## src/rtl/regfile_wb_arbiter.sv

```systemverilog
// regfile_wb_arbiter
//   Arbitrates register-file writeback between the ALU and the load unit and
//   tracks pending destination registers in a busy scoreboard.
//
// Ports
//   clk, reset_n          clock, asynchronous active-low reset
//   alu_valid/rd/data     ALU writeback request; alu_ready = accepted this cycle
//   lsu_valid/rd/data     load writeback request; lsu_ready = accepted this cycle
//   mark_valid, mark_rd   issue stage reserves a destination register
//   flush                 synchronous flush: blocks grants, clears scoreboard
//   rs1_addr, rs2_addr    scoreboard lookup addresses
//   rs1_busy, rs2_busy    busy state of the looked-up registers
//   we, rd_addr, wreg     registered register-file write port
module regfile_wb_arbiter #(
  parameter int XLEN = 32,
  parameter int AW   = 5
) (
  input  logic            clk,
  input  logic            reset_n,
  input  logic            alu_valid,
  input  logic [AW-1:0]   alu_rd,
  input  logic [XLEN-1:0] alu_data,
  output logic            alu_ready,
  input  logic            lsu_valid,
  input  logic [AW-1:0]   lsu_rd,
  input  logic [XLEN-1:0] lsu_data,
  output logic            lsu_ready,
  input  logic            mark_valid,
  input  logic [AW-1:0]   mark_rd,
  input  logic            flush,
  input  logic [AW-1:0]   rs1_addr,
  input  logic [AW-1:0]   rs2_addr,
  output logic            rs1_busy,
  output logic            rs2_busy,
  output logic            we,
  output logic [AW-1:0]   rd_addr,
  output logic [XLEN-1:0] wreg
);

  localparam int NREG = 2 ** AW;

  // 1: the LSU was granted most recently, so the ALU wins the next tie.
  logic            lsu_last_reg;
  logic            we_reg;
  logic [AW-1:0]   rd_addr_reg;
  logic [XLEN-1:0] wreg_reg;
  logic [NREG-1:0] busy_reg;
  logic [NREG-1:0] busy_next;

  logic            grant_alu;
  logic            grant_lsu;
  logic            accept;
  logic [AW-1:0]   sel_rd;
  logic [XLEN-1:0] sel_data;

  // Round-robin grant. Ready is also held low while reset is asserted so no
  // requester sees a handshake that the flops are going to discard.
  always_comb begin
    grant_alu = alu_valid && (!lsu_valid || lsu_last_reg);
    grant_lsu = lsu_valid && (!alu_valid || !lsu_last_reg);
    alu_ready = reset_n && !flush && grant_alu;
    lsu_ready = reset_n && !flush && grant_lsu;
    accept    = alu_ready || lsu_ready;
    sel_rd    = lsu_ready ? lsu_rd   : alu_rd;
    sel_data  = lsu_ready ? lsu_data : alu_data;
  end

  // Writeback register stage. A transfer to x0 is consumed but never
  // produces a write, and the address/data hold their previous values.
  always_ff @(posedge clk or negedge reset_n) begin
    if (!reset_n) begin
      lsu_last_reg <= 1'b1;
      we_reg       <= 1'b0;
      rd_addr_reg  <= '0;
      wreg_reg     <= '0;
    end else begin
      we_reg <= accept && (sel_rd != '0);
      if (accept) begin
        lsu_last_reg <= lsu_ready;
      end
      if (accept && (sel_rd != '0)) begin
        rd_addr_reg <= sel_rd;
        wreg_reg    <= sel_data;
      end
    end
  end

  // Scoreboard next state per register. Priority: flush clears everything,
  // then a new reservation beats a commit to the same register, because the
  // reservation belongs to a younger producer still in flight.
  assign busy_next[0] = 1'b0;

  generate
    for (genvar gi = 1; gi < NREG; gi++) begin : g_busy
      assign busy_next[gi] =
        flush                                         ? 1'b0 :
        (mark_valid && (mark_rd == AW'(gi)))          ? 1'b1 :
        (we_reg && (rd_addr_reg == AW'(gi)))          ? 1'b0 :
                                                        busy_reg[gi];
    end
  endgenerate

  always_ff @(posedge clk or negedge reset_n) begin
    if (!reset_n) begin
      busy_reg <= '0;
    end else begin
      busy_reg <= busy_next;
    end
  end

  // Lookups see registered state only; no bypass of same-cycle mark/clear.
  assign rs1_busy = busy_reg[rs1_addr];
  assign rs2_busy = busy_reg[rs2_addr];

  assign we      = we_reg;
  assign rd_addr = rd_addr_reg;
  assign wreg    = wreg_reg;

endmodule

```

## config.mk

```make
export PLATFORM = sky130hd
export DESIGN_NAME = regfile_wb_arbiter
export DESIGN_NICKNAME = d
export VERILOG_FILES = /design/src/rtl/regfile_wb_arbiter.sv
export SDC_FILE = /design/constraint.sdc
export NUM_CORES = 1
export LEC_CHECK = 0
export ABC_AREA = 1
export CAP_MARGIN = 20
export CORE_MARGIN = 5
export CORE_UTILIZATION = 35
export CTS_BUF_LIST = sky130_fd_sc_hd__clkbuf_8 sky130_fd_sc_hd__clkbuf_16
export CTS_CLUSTER_SIZE = 40
export DETAILED_ROUTE_END_ITERATION = 12
export GPL_TIMING_DRIVEN = 0
export PLACE_DENSITY = 0.75
export SLEW_MARGIN = 20
export SYNTH_ARGS = -nofsm -noshare
export SYNTH_HDL_FRONTEND = slang
export SYNTH_SLANG_ARGS = --single-unit
```

## constraint.sdc

```tcl
create_clock -name clk -period 5 [get_ports clk]
set_input_delay 0.5 -clock clk [delete_from_list [all_inputs] [get_ports clk]]
set_output_delay 0.5 -clock clk [all_outputs]
set_load 0.005 [all_outputs]
```

==> impl_results.md <==
- Status: completed
- Synth area leader: dfrtp_1
- Chip height: between 100 and 150 um
- Flop pwr share: 0.393
- Synth unique cells: 23
- Cell area after layout: 6030 sq um
- WL per Instance: 14.4 um
- First-pass GRT wire length: 22100 um
- CP Cell Sequence: clkdlybuf4s50_1, clkinv_1, clkbuf_1, nand2_1, nand3_1, nand3_1, a21oi_1, o21ai_0, nand2_1, clkdlybuf4s50_1
- Initial core utilization: 0.355
- Final wirelength: between 10000 and 15000 um
- Max FFs per register: 32
- Core Box Area: ~12000 sq um
- Layout cells sized above 1: 0.0515
- Initial antenna violation count: 0
- Mapped Cells: between 600 and 700
- Hold slack final: 85.8 ps
- Clock-pin slew of the registers on the worst-case setup and hold paths: roughly 60 ps
- Iter 0 DRT Violations: 402
- Crit path time final: ~3200 ps
- Area after DPL: a little under 6000 sq um
- CTS Hold Bufs: 0
- DRC viols: 0
- Final worst-path cycle share: 0.641
- Largest net degree at the start of global routing: 47
- CP max stage cell: clkdlybuf4s50_1
- Post-layout util: 0.507
- Setup violators final: 0
- CP endpoint kind: output pin
- Die Wd: 120 um
- # IOs: around 140
- Skew-Pair Late Insertion Delay: about 330 ps
- CP max stage delay: about 610 ps
- Clock network fraction of total power: 0.319
- Number of port buffers: 133
- Fin. max-slew vios: 0
- WP data required: about 4500 ps
- DP HPWL: about 11000 um
- Pin slew with the least headroom to its limit: 522 ps
- Number of global-route vias before repair: roughly 4600
- Yosys warning count: 0
- Logic pwr share: 0.288
- Seq/Total Area, Yosys: 0.415
- GRT Residual Overflow: 0
- Post-cts gate resize count: 0
- Worst path bufs/invs: 4
- FMAX: between 300 and 400 MHz
- Post-CTS setup buffer count: 0
- Post-Route Skew: 7.99 ps
- # diodes: 0
- Switching power of the nets: around 0.53 mW
- Cell area after synthesis: ~4200 sq um
- CP arrival: between 2000 and 3000 ps
- DIE AREA: 14400 sq um
- Most common cell after layout, fill and taps aside: nand2_1
- Vias/cell: ~5
- Commonest non-fill, non-tap cells in the layout: 298 x nand2_1, 132 x clkdlybuf4s50_1, 81 x nand3_1
- Crit-path max FO: 10
- CTS Buf Count: 9
- Cell internal pwr: ~1.3 mW
- Power per standard cell area: between 200 and 300 nW/um^2
- Setup TNS: 0 ps
- Max_slew headroom: 0.652
- Site Rows: 40
- Critical path class: in2out
- Synth Register Bits: 70
- Net Count, Synth: about 740
- Synth area leaders: dfrtp_1 41%, nand2_1 26%, nand3_1 9.6%, a21oi_1 4.5%, o21ai_0 4.1%
- Synthesis-to-layout area growth: 42.8%
- Yosys top cell area share: 0.409
- H-tree Lvls: 3
- Clock root buffer: clkbuf_16
- Total chip power: roughly 1.8 mW
- Placer Congestion: roughly 0.97
- Detailed Routing Iterations Pass 1: 5
- Total GRT Usage: 0.191
- Final Hold Viols: 0
- Total Nets Final: just under 900
- Reg2reg path depth: 9
- Net Sw Frac: 0.291
- Unrepaired setup endpoints after global routing: no
- Number of max-cap violations: 0
- Hold crit path type: in2async
- Max VDD drop: between 0.00015 and 0.0002 V
- Leak pwr: 2.84 nW
- Worst Setup Start Kind: primary input
- Via count: roughly 4700
- Count of clock tree sinks: 70
- Crit. path cell count: 10
- Synthesized area per cell: between 6 and 7 sq um
- Antenna-violating nets left: 0
- CP top delay family: buffers and inverters
- CTS tree: built
- Clk buf depth: 2
==> worst register-to-register path, delay by kind of cell, from the launching register on <==
family / cells / cell delay [ps]
buf+inv: 3 / 670
simple gates: 6 / 650
flops: 1 / 530
==> final cells by class <==
class                      instances  area (sq um)
clock buffer                      11           253
inverter                          43           161
multi-input combinational        503          2150
buffer                            31           156
tap                              147           184
fill                            1181          5880
sequential                        70          1750
clock inverter                     4          16.3
timing repair buffer             134          1360
==> power by group through the flow <==
stage,sequential (mW),combinational [mW],clock [mW]
after detailed placement,0.716,0.520,0
after floorplan,0.714,0.194,0
final,0.708,0.519,0.575
after CTS,0.709,0.523,0.587
after global placement,0.713,0.515,0
after global routing,0.719,0.576,0.611
==> per-stage QoR <==
step	setup WS, ps	std cells
floorplan	3040	647
global placement	-515	927
detailed placement	1830	928
CTS	1830	943
global route	1560	943
finish	1790	943
==> per-layer routing <==
metal / GRT usage / vias to the layer above / wire, um
met2: 0.310 / 212 / 6280
met4: 0.0659 / 0 / 259
met5: 0 / - / 0
met3: 0.0796 / 24 / 1470
li1: - / 2352 / -
met1: 0.228 / 2090 / 5540
==> cell families (layout without fill, tap and decap cells) <==
logic type	after synthesis	count (layout)	share of synthesized area
AND/OR/NAND/NOR	422	422	0.409
AO/OA/AOI/OAI	81	81	0.101
buffers and inverters	74	223	0.0752
flip-flops	70	70	0.415
==> synthesized netlist by cell type (all sizes together) <==
cell,count
or2,3
buf,12
clkbuf,19
inv,38
nand4,1
nor2,32
clkinv,5
dfrtp,69
nand2,304
o21ai,36
o21bai,3
dfstp,1
o211ai,4
a21oi,38
nand3,82
==> path summary, 6_finish.rpt <==
| path | to | startpoint | slack (ps) |
|---|---|---|---|
| worst max register to register | wreg[21]$_DFFE_PN0P_ | lsu_last_reg$_DFFE_PN1P_ | 3040 |
| worst min-delay path | wreg[5]$_DFFE_PN0P_ | reset_n | 90 |
| min in group clk | busy_reg[25]$_DFFE_PN0P_ | flush | 440 |
| worst max-delay path | rs2_busy | rs2_addr[0] | 1790 |
| max in group asynchronous | lsu_last_reg$_DFFE_PN1P_ | reset_n | 4320 |
| worst min register to register | wreg[15]$_DFFE_PN0P_ | wreg[15]$_DFFE_PN0P_ | 470 |
No activity file was read; power rests on OpenSTA's default activity.
